[config.mk]
export PLATFORM = sky130hd
export DESIGN_NAME = clock_button_ctrl
export DESIGN_NICKNAME = d
export VERILOG_FILES = /design/src/rtl/clock_button_ctrl.sv
export SDC_FILE = /design/constraint.sdc
export NUM_CORES = 1
export LEC_CHECK = 0
export ABC_AREA = 1
export BUFFER_PORTS_ARGS = -buffer_cell sky130_fd_sc_hd__buf_4
export CAP_MARGIN = 0
export CORE_AREA = 4 4 94 96
export DETAILED_ROUTE_END_ITERATION = 6
export DIE_AREA = 0 0 98 100
export PLACE_DENSITY = 0.7
export REMOVE_ABC_BUFFERS = 1
export SLEW_MARGIN = 40
export SYNTH_ARGS = -nofsm -noshare
export SYNTH_HDL_FRONTEND = slang
export SYNTH_SLANG_ARGS = --single-unit
[constraint.sdc]
create_clock -name clk_10000Hz -period 1.9 [get_ports clk_10000Hz]
set_clock_uncertainty 0.15 [all_clocks]
set_input_delay 0 -clock clk_10000Hz [delete_from_list [all_inputs] [get_ports clk_10000Hz]]
set_output_delay 0 -clock clk_10000Hz [all_outputs]
set_load 0.02 [all_outputs]
[src/rtl/clock_button_ctrl.sv]
// Digital clock control front end: debounces the mode/inc buttons, runs the
// RUN / SET_HR / SET_MIN mode machine and generates single-cycle increment pulses.
module clock_button_ctrl #(
  parameter int unsigned DEBOUNCE_TICKS = 200,
  parameter int unsigned LONG_TICKS     = 10000,
  parameter int unsigned REPEAT_TICKS   = 2000
) (
  input  logic       clk_10000Hz,
  input  logic       rst_n,
  input  logic       btn_mode,
  input  logic       btn_inc,
  output logic       enable,
  output logic       setting_enable,
  output logic       set_hr_or_min,
  output logic       inc_short,
  output logic [1:0] mode_state
);

  localparam logic [1:0] StRun    = 2'd0;
  localparam logic [1:0] StSetHr  = 2'd1;
  localparam logic [1:0] StSetMin = 2'd2;

  localparam logic [13:0] DbLast  = 14'(DEBOUNCE_TICKS - 1);
  localparam logic [13:0] LongCnt = 14'(LONG_TICKS);
  localparam logic [13:0] RptLast = 14'(REPEAT_TICKS - 1);

  // Bit 0 carries the mode button, bit 1 the inc button.
  logic [1:0]       btn_raw;
  logic [1:0]       sync1_q, sync2_q;
  logic [1:0]       level_q, level_d;
  logic [1:0]       press_q, press_d;
  logic [1:0][13:0] db_cnt_q, db_cnt_d;

  logic [1:0]  state_q, state_d;
  logic        enable_q, setting_q, hr_min_q;
  logic        inc_short_q, inc_short_d;
  logic [13:0] hold_q, hold_d;
  logic [13:0] rep_q, rep_d;
  logic        cancel_q, cancel_d;

  logic mode_press, inc_press, inc_level, in_setting, auto_fire;

  assign btn_raw = {btn_inc, btn_mode};

  always_comb begin
    level_d  = level_q;
    db_cnt_d = '0;
    for (int b = 0; b < 2; b++) begin
      if (sync2_q[b] != level_q[b]) begin
        if (db_cnt_q[b] == DbLast) begin
          level_d[b] = ~level_q[b];
        end else begin
          db_cnt_d[b] = db_cnt_q[b] + 14'd1;
        end
      end
    end
    press_d = level_d & ~level_q;
  end

  assign mode_press = press_q[0];
  assign inc_press  = press_q[1];
  assign inc_level  = level_q[1];
  assign in_setting = (state_q == StSetHr) || (state_q == StSetMin);

  always_comb begin
    state_d = state_q;
    case (state_q)
      StRun:    if (mode_press) state_d = StSetHr;
      StSetHr:  if (mode_press) state_d = StSetMin;
      StSetMin: if (mode_press) state_d = StRun;
      default:  state_d = StRun;
    endcase
  end

  // Hold counter saturates at LONG_TICKS; from then on the repeat counter
  // wraps every REPEAT_TICKS cycles and fires each time it sits at zero.
  always_comb begin
    hold_d = '0;
    rep_d  = '0;
    if (inc_level) begin
      if (hold_q == LongCnt) begin
        hold_d = hold_q;
        rep_d  = (rep_q == RptLast) ? 14'd0 : rep_q + 14'd1;
      end else begin
        hold_d = hold_q + 14'd1;
      end
    end
    auto_fire   = inc_level && (hold_q == LongCnt) && (rep_q == 14'd0);
    // A mode change during a hold locks out pulses until inc is released.
    cancel_d    = inc_level && (cancel_q || mode_press);
    inc_short_d = in_setting && !mode_press && !cancel_q && (inc_press || auto_fire);
  end

  always_ff @(posedge clk_10000Hz or negedge rst_n) begin
    if (!rst_n) begin
      sync1_q     <= '0;
      sync2_q     <= '0;
      level_q     <= '0;
      press_q     <= '0;
      db_cnt_q    <= '0;
      state_q     <= StRun;
      enable_q    <= 1'b1;
      setting_q   <= 1'b0;
      hr_min_q    <= 1'b0;
      inc_short_q <= 1'b0;
      hold_q      <= '0;
      rep_q       <= '0;
      cancel_q    <= 1'b0;
    end else begin
      sync1_q     <= btn_raw;
      sync2_q     <= sync1_q;
      level_q     <= level_d;
      press_q     <= press_d;
      db_cnt_q    <= db_cnt_d;
      state_q     <= state_d;
      enable_q    <= (state_d == StRun);
      setting_q   <= (state_d == StSetHr) || (state_d == StSetMin);
      hr_min_q    <= (state_d == StSetMin);
      inc_short_q <= inc_short_d;
      hold_q      <= hold_d;
      rep_q       <= rep_d;
      cancel_q    <= cancel_d;
    end
  end

  assign enable         = enable_q;
  assign setting_enable = setting_q;
  assign set_hr_or_min  = hr_min_q;
  assign inc_short      = inc_short_q;
  assign mode_state     = state_q;

endmodule

==> results.md, run 1 <==
- Number of buffers on the longest clock path: 2
- Most numerous cell in the Yosys netlist: nand2_1
- Detailed Routing Iterations Pass 1: 4
- Inserted Clock Buffers: 9
- Reg-to-reg startpoint: mode_state[0]$_DFF_PN0_
- Die width: between 90 and 100 um
- Unrepaired setup endpoints after global routing: no
- Compound-cell area share of the yosys netlist: 0.0477
- Yosys cell types: 30
- Syn Inst Count: slightly below 500
- Final layout net count: between 500 and 600
- Internal power: 2460 uW
- Post-route worst hold slack: ~150 ps
- Number of clock sinks seen by CTS: 71
- First-pass GRT wire length: around 14000 um
- Utilization of the core after routing: 0.545
- PwrDens: between 700 and 800 nW/um^2
- Count of nets left with antenna violations after detail routing: 0
- Metal1 wirelength: roughly 3400 um
- Outcome: complete, no violations
- Estimated wirelength of the detail-placed design: approximately 5300 um
- Hold Path Depth: 2
- P_leak: about 0.0020 uW
- Count of flip-flops with a built-in enable after synthesis: 0
- Flops & latches, synth: 71
- Post-synthesis mux area share: 0
- Xor/xnor share of the synthesized area: 0.0230
- Layout area overhead: 15.4%
- Worst slew slack as a fraction of its limit: 0.768
- Routed length on met3: 205 um
- Simple-gate area share of the yosys netlist: 0.345
- Layout filler cell count: 757
- CP arrival: 1840 ps
- Critical Path Source Type: flop
- Buffer type at the clock tree root: clkbuf_8
- Top achievable clock speed: ~570 MHz
- Worst reg-to-reg path cell count: 7
- Final weighted congestion in routability-driven placement: around 0.87
- Final-report max-slew violation count: 0
- Final global-route overflow total: 0
- Worst min-delay path endpoint: sync1_q[0]$_DFF_PN0_
- Fraction of the mapped netlist area in adder cells: 0.0395
- Async set-reset flop share out of synthesis: 1.00
- Hold Crit Class: input port to flop
- End of the worst register-to-register path: setting_enable$_DFF_PN0_
- TritonCTS clock tree: yes
- Number of global-route vias before repair: a little over 3000
- Wire length on met2: 3560 um
- Required time of the critical path: roughly 2000 ps
- Capturing element type of the critical path: flop
- Switch share: 0.206
- Detailed Route Iter0 Violations: ~70
- Post-Place Worst Slack: -15.1 ps
- Total of endpoints with negative setup slack in the final report: 0
- Starting density of the core: 0.473
- Top routing layer in use: met4
- Sequential power share: 0.496
- Wire length after detailed routing: around 7300 um
- Die Ht: ~100 um
- Area of the die: slightly below 10000 um^2
- Via Count: just over 3000
- Combined global-route utilization of all metal layers: 0.167
- IO Pins: 10
- Leading post-synthesis cells by instance count: nand2_1 (95), nor2_1 (87), inv_1 (72)
- Mean area per synthesized cell: 7.88 um^2
- Cell area after layout: about 4400 um^2
- Transition time at the pin with the least slew margin: approximately 340 ps
- Library cell with the largest summed area after synthesis: dfrtp_1
- Sw Pwr: 639 uW
- Top cells by area in the synthesized netlist: dfrtp_1 (46%), nand2_1 (9.4%), nor2_1 (8.6%)
- Worst ir drop on vdd: just over 0.5 mV
- Maximum fanout along the worst path: 4
- Number of antenna violations at the first check in global routing: 0
- Antenna diode count: 0
- Total number of yosys warnings: 0
- Startpoint of the worst hold path: btn_mode
- Cell Area, Placed: between 4000 and 5000 um^2
- Sequential fraction of the synthesis area: 0.467
- Post-Synthesis Cell Area: between 3000 and 4000 um^2
- Core Box Area: ~8000 um^2
- Clock network latency to the later pin of the worst-skew pair: between 300 and 400 ps
- Number of failing hold endpoints at the final stage: 0
- Combinational fraction of design power: 0.026
- Share of the clock period used by the worst path: 0.929
- Largest net degree at the start of global routing: 47
- Fraction of power consumed by the clock network: 0.478
- Post-route setup slack: ~130 ps
- Vias per std cell: about 5.0
- DRC Markers: 0
- Average detailed-routed wire length per instance: 11.7 um
- Port Buf Inserts: 9
- Power after layout: about 3100 uW
- R2R setup slack: roughly 130 ps
- Largest family of logic cells by synthesized area: simple AND/OR/NAND/NOR gates
- Total number of placement rows: 33
- Most used DFF post-synth: dfrtp_1
- Critical path class: flop to flop
- Area share of the largest cell type after synthesis: 0.460
- Number of levels in the clock H-tree: 3
- Fraction of final layout cells with drive strength greater than 1: 0.129
- Clock-pin slew on the worst setup and hold paths: 80 ps
- Max-cap violations: 0
- Time the worst path needs with I/O delays and setup: around 1800 ps
## area by class of cell
type,count,area [um^2],share of cell area
timing repair buffer,22,200,0.0456
tap,105,131,0.0299
clock inverter,6,108,0.0245
inverter,76,285,0.0650
sequential,71,1780,0.405
multi-input combinational,334,1750,0.399
clock buffer,10,138,0.0313
## registers in the layout, summed over array words and instances, names as in the netlist
register and count:
rep_q 14, sync1_q 2, db_cnt_q 28, mode_state 2
cancel_q 1, setting_enable 1, sync2_q 2, press_q 2
level_q 2, set_hr_or_min 1, enable 1, hold_q 14
inc_short 1
## power by group through the flow
stage                     Combinational (uW)  Clock (uW)  Sequential, uW
after floorplan                         25.8           0            1560
after global placement                  71.9           0            1560
after detailed placement                73.9           0            1560
after CTS                               86.0        1530            1530
after global routing                    95.5        1580            1540
final                                   81.7        1480            1540
## repair_timing
| action | 4_1_cts | 5_1_grt |
|---|---|---|
| setup buffers | 0 | 4 |
| resized for setup | 2 | 4 |
| setup endpoints to repair | 1 | 1 |
| pin swaps | 0 | 0 |
| hold buffers | 5 | 0 |
| hold endpoints to repair | 72 | 0 |
## cell families after synthesis
logic type,after synthesis
fa+ha+maj,12
compound gates,34
xor+xnor,10
flops,71
simple gates,278
buf+inv,78
## worst max-delay path by stage
| stage | from | end | depth (start not counted) | slack [ps] |
|---|---|---|---|---|
| after floorplan | mode_state[0]$_DFF_PN0_ | setting_enable$_DFF_PN0_ | 7 | 30 |
| after global placement | mode_state[0]$_DFF_PN0_ | setting_enable$_DFF_PN0_ | 7 | 90 |
| after detailed placement | mode_state[0]$_DFF_PN0_ | setting_enable$_DFF_PN0_ | 7 | -20 |
| after CTS | mode_state[0]$_DFF_PN0_ | setting_enable$_DFF_PN0_ | 7 | 20 |
| after global routing | hold_q[0]$_DFFE_PN0P_ | rep_q[0]$_DFF_PN0_ | 8 | 10 |
| final | mode_state[0]$_DFF_PN0_ | setting_enable$_DFF_PN0_ | 7 | 130 |
## stage by stage
stage / setup TNS [ps] / std cells
final: 0 / 624
after global routing: 0 / 624
after CTS: 0 / 620
after detailed placement: -15.1 / 599
after global placement: 0 / 599
after floorplan: 0 / 481
## layer usage
layer	vias to the layer above	track usage
li1	1595	-
met1	1437	0.208
met2	47	0.284
met3	10	0.0445
met4	0	0.0522
met5	-	0
## worst max-delay path, stage by stage, from the launching register on
cell	delay, ps
dfrtp_1	430
inv_2	80
ha_1	160
nor3_1	60
or2_4	250
nor3_4	130
inv_1	80
ha_1	290
## cell usage in the layout (no fill, tap or decap), types with 12 or more instances in the layout
master and count:
nand3_1 31, o21ai_0 12, nand4_1 13, a21oi_1 15, dfrtp_1 69, nand2_1 95, nor2_1 87, ha_1 12
inv_1 71, nor3_1 20, buf_4 16
(Power assumes the default switching activity.)
==> run 2: changes to the inputs <==
--- a/config.mk
+++ b/config.mk
@@ -8,9 +8,9 @@
 export ABC_AREA = 1
 export BUFFER_PORTS_ARGS = -buffer_cell sky130_fd_sc_hd__buf_4
 export CAP_MARGIN = 0
-export CORE_AREA = 4 4 94 96
+export CORE_AREA = 2 2 92 94
 export DETAILED_ROUTE_END_ITERATION = 6
-export DIE_AREA = 0 0 98 100
+export DIE_AREA = 0 0 94 96
 export PLACE_DENSITY = 0.7
 export REMOVE_ABC_BUFFERS = 1
 export SLEW_MARGIN = 40
==> results.md, run 2 (synthesis gave the netlist of run 1 again) <==
- Outcome: complete, no violations
- Transition time at the pin with the least slew margin: 378 ps
- Layout area overhead: 12.7%
- Count of nets left with antenna violations after detail routing: 0
- Top Registers: db_cnt_q x28, hold_q x14, rep_q x14
- Final total negative setup slack: 0 ps
- Core Box Area: between 8000 and 9000 um^2
- Critical Path Source Type: flop
- Worst reg-to-reg path cell count: 7
- Detailed Route Iter0 Violations: 80
- Die Ht: 96 um
- Number of levels in the clock H-tree: 3
- Post-route worst hold slack: roughly 26 ps
- Number of global-route vias before repair: between 3000 and 4000
- Buffer type at the clock tree root: clkbuf_8
- End of the worst register-to-register path: setting_enable$_DFF_PN0_
- R2R setup slack: between 90 and 100 ps
- Largest net degree at the start of global routing: 44
- First-pass GRT wire length: 12900 um
- Final layout net count: approximately 530
- Number of antenna violations at the first check in global routing: 0
- Area of the die: between 9000 and 10000 um^2
- Non-filler cells in the finished layout: slightly above 600
- IO Pins: 10
- Number of clock sinks seen by CTS: 71
- Clock network latency to the later pin of the worst-skew pair: between 300 and 400 ps
- Estimated wirelength of the detail-placed design: 5280 um
- Share of the clock period used by the worst path: 0.948
- Vias per std cell: 4.95
- Power after layout: approximately 2700 uW
- Reg-to-reg startpoint: mode_state[0]$_DFF_PN0_
- Required time of the critical path: slightly below 2000 ps
- Max FFs per register: 28
- Antenna diode count: 0
- PwrDens: approximately 630 nW/um^2
- Number of failing hold endpoints at the final stage: 0
- Total of endpoints with negative setup slack in the final report: 0
- Placed insts: 599
- Inserted Clock Buffers: 9
- P_leak: just under 0.002 uW
- Port Buf Inserts: 9
- Post-Place Worst Slack: between 20 and 25 ps
- Starting density of the core: 0.473
- Fraction of final layout cells with drive strength greater than 1: 0.123
- Final weighted congestion in routability-driven placement: roughly 0.9
- Time the worst path needs with I/O delays and setup: ~1800 ps
- Worst ir drop on vdd: ~0.58 mV
- Number of buffers on the longest clock path: 2
- Critical path class: flop to flop
- Count of buffers added by post-CTS timing repair for setup: 0
- Most common library cell in the layout ignoring fill and taps: nand2_1
- Wire length after detailed routing: just over 7000 um
- Most flop-heavy register: db_cnt_q
- Via Count: around 3000
- Hold Crit Class: input port to async pin
- Maximum fanout along the worst path: 5
- Max-cap violations: 0
- Die width: about 94 um
- Final global-route overflow total: 0
- Capturing element type of the critical path: flop
- Total number of placement rows: 33
- Post-route setup slack: approximately 100 ps
- Top achievable clock speed: 555 MHz
- Average detailed-routed wire length per instance: 11.7 um
- Final-report max-slew violation count: 0
- Clock-pin slew on the worst setup and hold paths: ~70 ps
- Most frequent cells in the layout: nand2_1 (95), nor2_1 (87), inv_1 (70)
- Combined global-route utilization of all metal layers: 0.179
- CP arrival: between 1500 and 2000 ps
- Unrepaired setup endpoints after global routing: no
- Detailed Routing Iterations Pass 1: 4
- Worst slew slack as a fraction of its limit: 0.747
- TritonCTS clock tree: yes
- DRC Markers: 0
[run 2: cell types whose count changed in the layout (fill, tap and decap cells not counted)]
cell / change
clkbuf_1: +2
inv_1: -1
or2_2: +1
dfrtp_2: +1
bufinv_16: -3
nor3_2: -1
clkbuf_8: +1
inv_2: +1
dlygate4sd3_1: -1
dfrtp_1: -1
buf_4: -4
or2_4: -1
nor3_4: +1
[run 2: metrics by stage]
step / utilization / cell area [um^2]
detailed placement: 0.501 / 4040
CTS: 0.531 / 4270
floorplan: - / 3790
global route: 0.533 / 4290
global placement: 0.501 / 4040
finish: 0.533 / 4290
[run 2: worst max path at each step]
stage / from / endpoint / cells after the start
2_1_floorplan: mode_state[0]$_DFF_PN0_ / setting_enable$_DFF_PN0_ / 7
3_3_place_gp: mode_state[0]$_DFF_PN0_ / setting_enable$_DFF_PN0_ / 7
3_5_place_dp: mode_state[0]$_DFF_PN0_ / setting_enable$_DFF_PN0_ / 7
4_1_cts: mode_state[0]$_DFF_PN0_ / setting_enable$_DFF_PN0_ / 7
5_1_grt: mode_state[0]$_DFF_PN0_ / setting_enable$_DFF_PN0_ / 7
6_report: mode_state[0]$_DFF_PN0_ / setting_enable$_DFF_PN0_ / 7
[run 2: repair_timing]
item                       in CTS  in global routing
hold endpoints to repair       73                  0
setup endpoints to repair       1                  1
hold buffers                    4                  0
gates cloned                    0                  0
gates resized for setup         2                  6
[run 2: worst max-delay path, cell delays in order, from the launching register on]
cell and delay (ps):
dfrtp_2 440, inv_2 70, ha_1 160, nor3_1 50, or2_2 320, nor3_4 130
inv_1 80, ha_1 290
[run 2: power breakdown]
part           internal [uW]  total (uW)  switching, uW
clock                    542        1080            535
combinational           27.0        80.5           53.5
sequential              1530        1540           10.8
total                   2090        2690            599
[run 2: layout make-up]
cell class	count	area [um^2]
Tap cell	105	131
Inverter	76	285
Multi-Input combinational cell	334	1750
Fill cell	759	3760
Timing Repair Buffer	17	160
Clock buffer	13	159
Sequential cell	71	1780
Clock inverter	3	17.5
[run 2: layer usage]
| layer | share of wire | vias to the layer above | GRT usage |
|---|---|---|---|
| li1 | - | 1580 | - |
| met3 | 0.033 | 9 | 0.0399 |
| met2 | 0.50 | 39 | 0.321 |
| met4 | 0.015 | 0 | 0.0616 |
| met5 | 0 | - | 0 |
| met1 | 0.45 | 1437 | 0.214 |
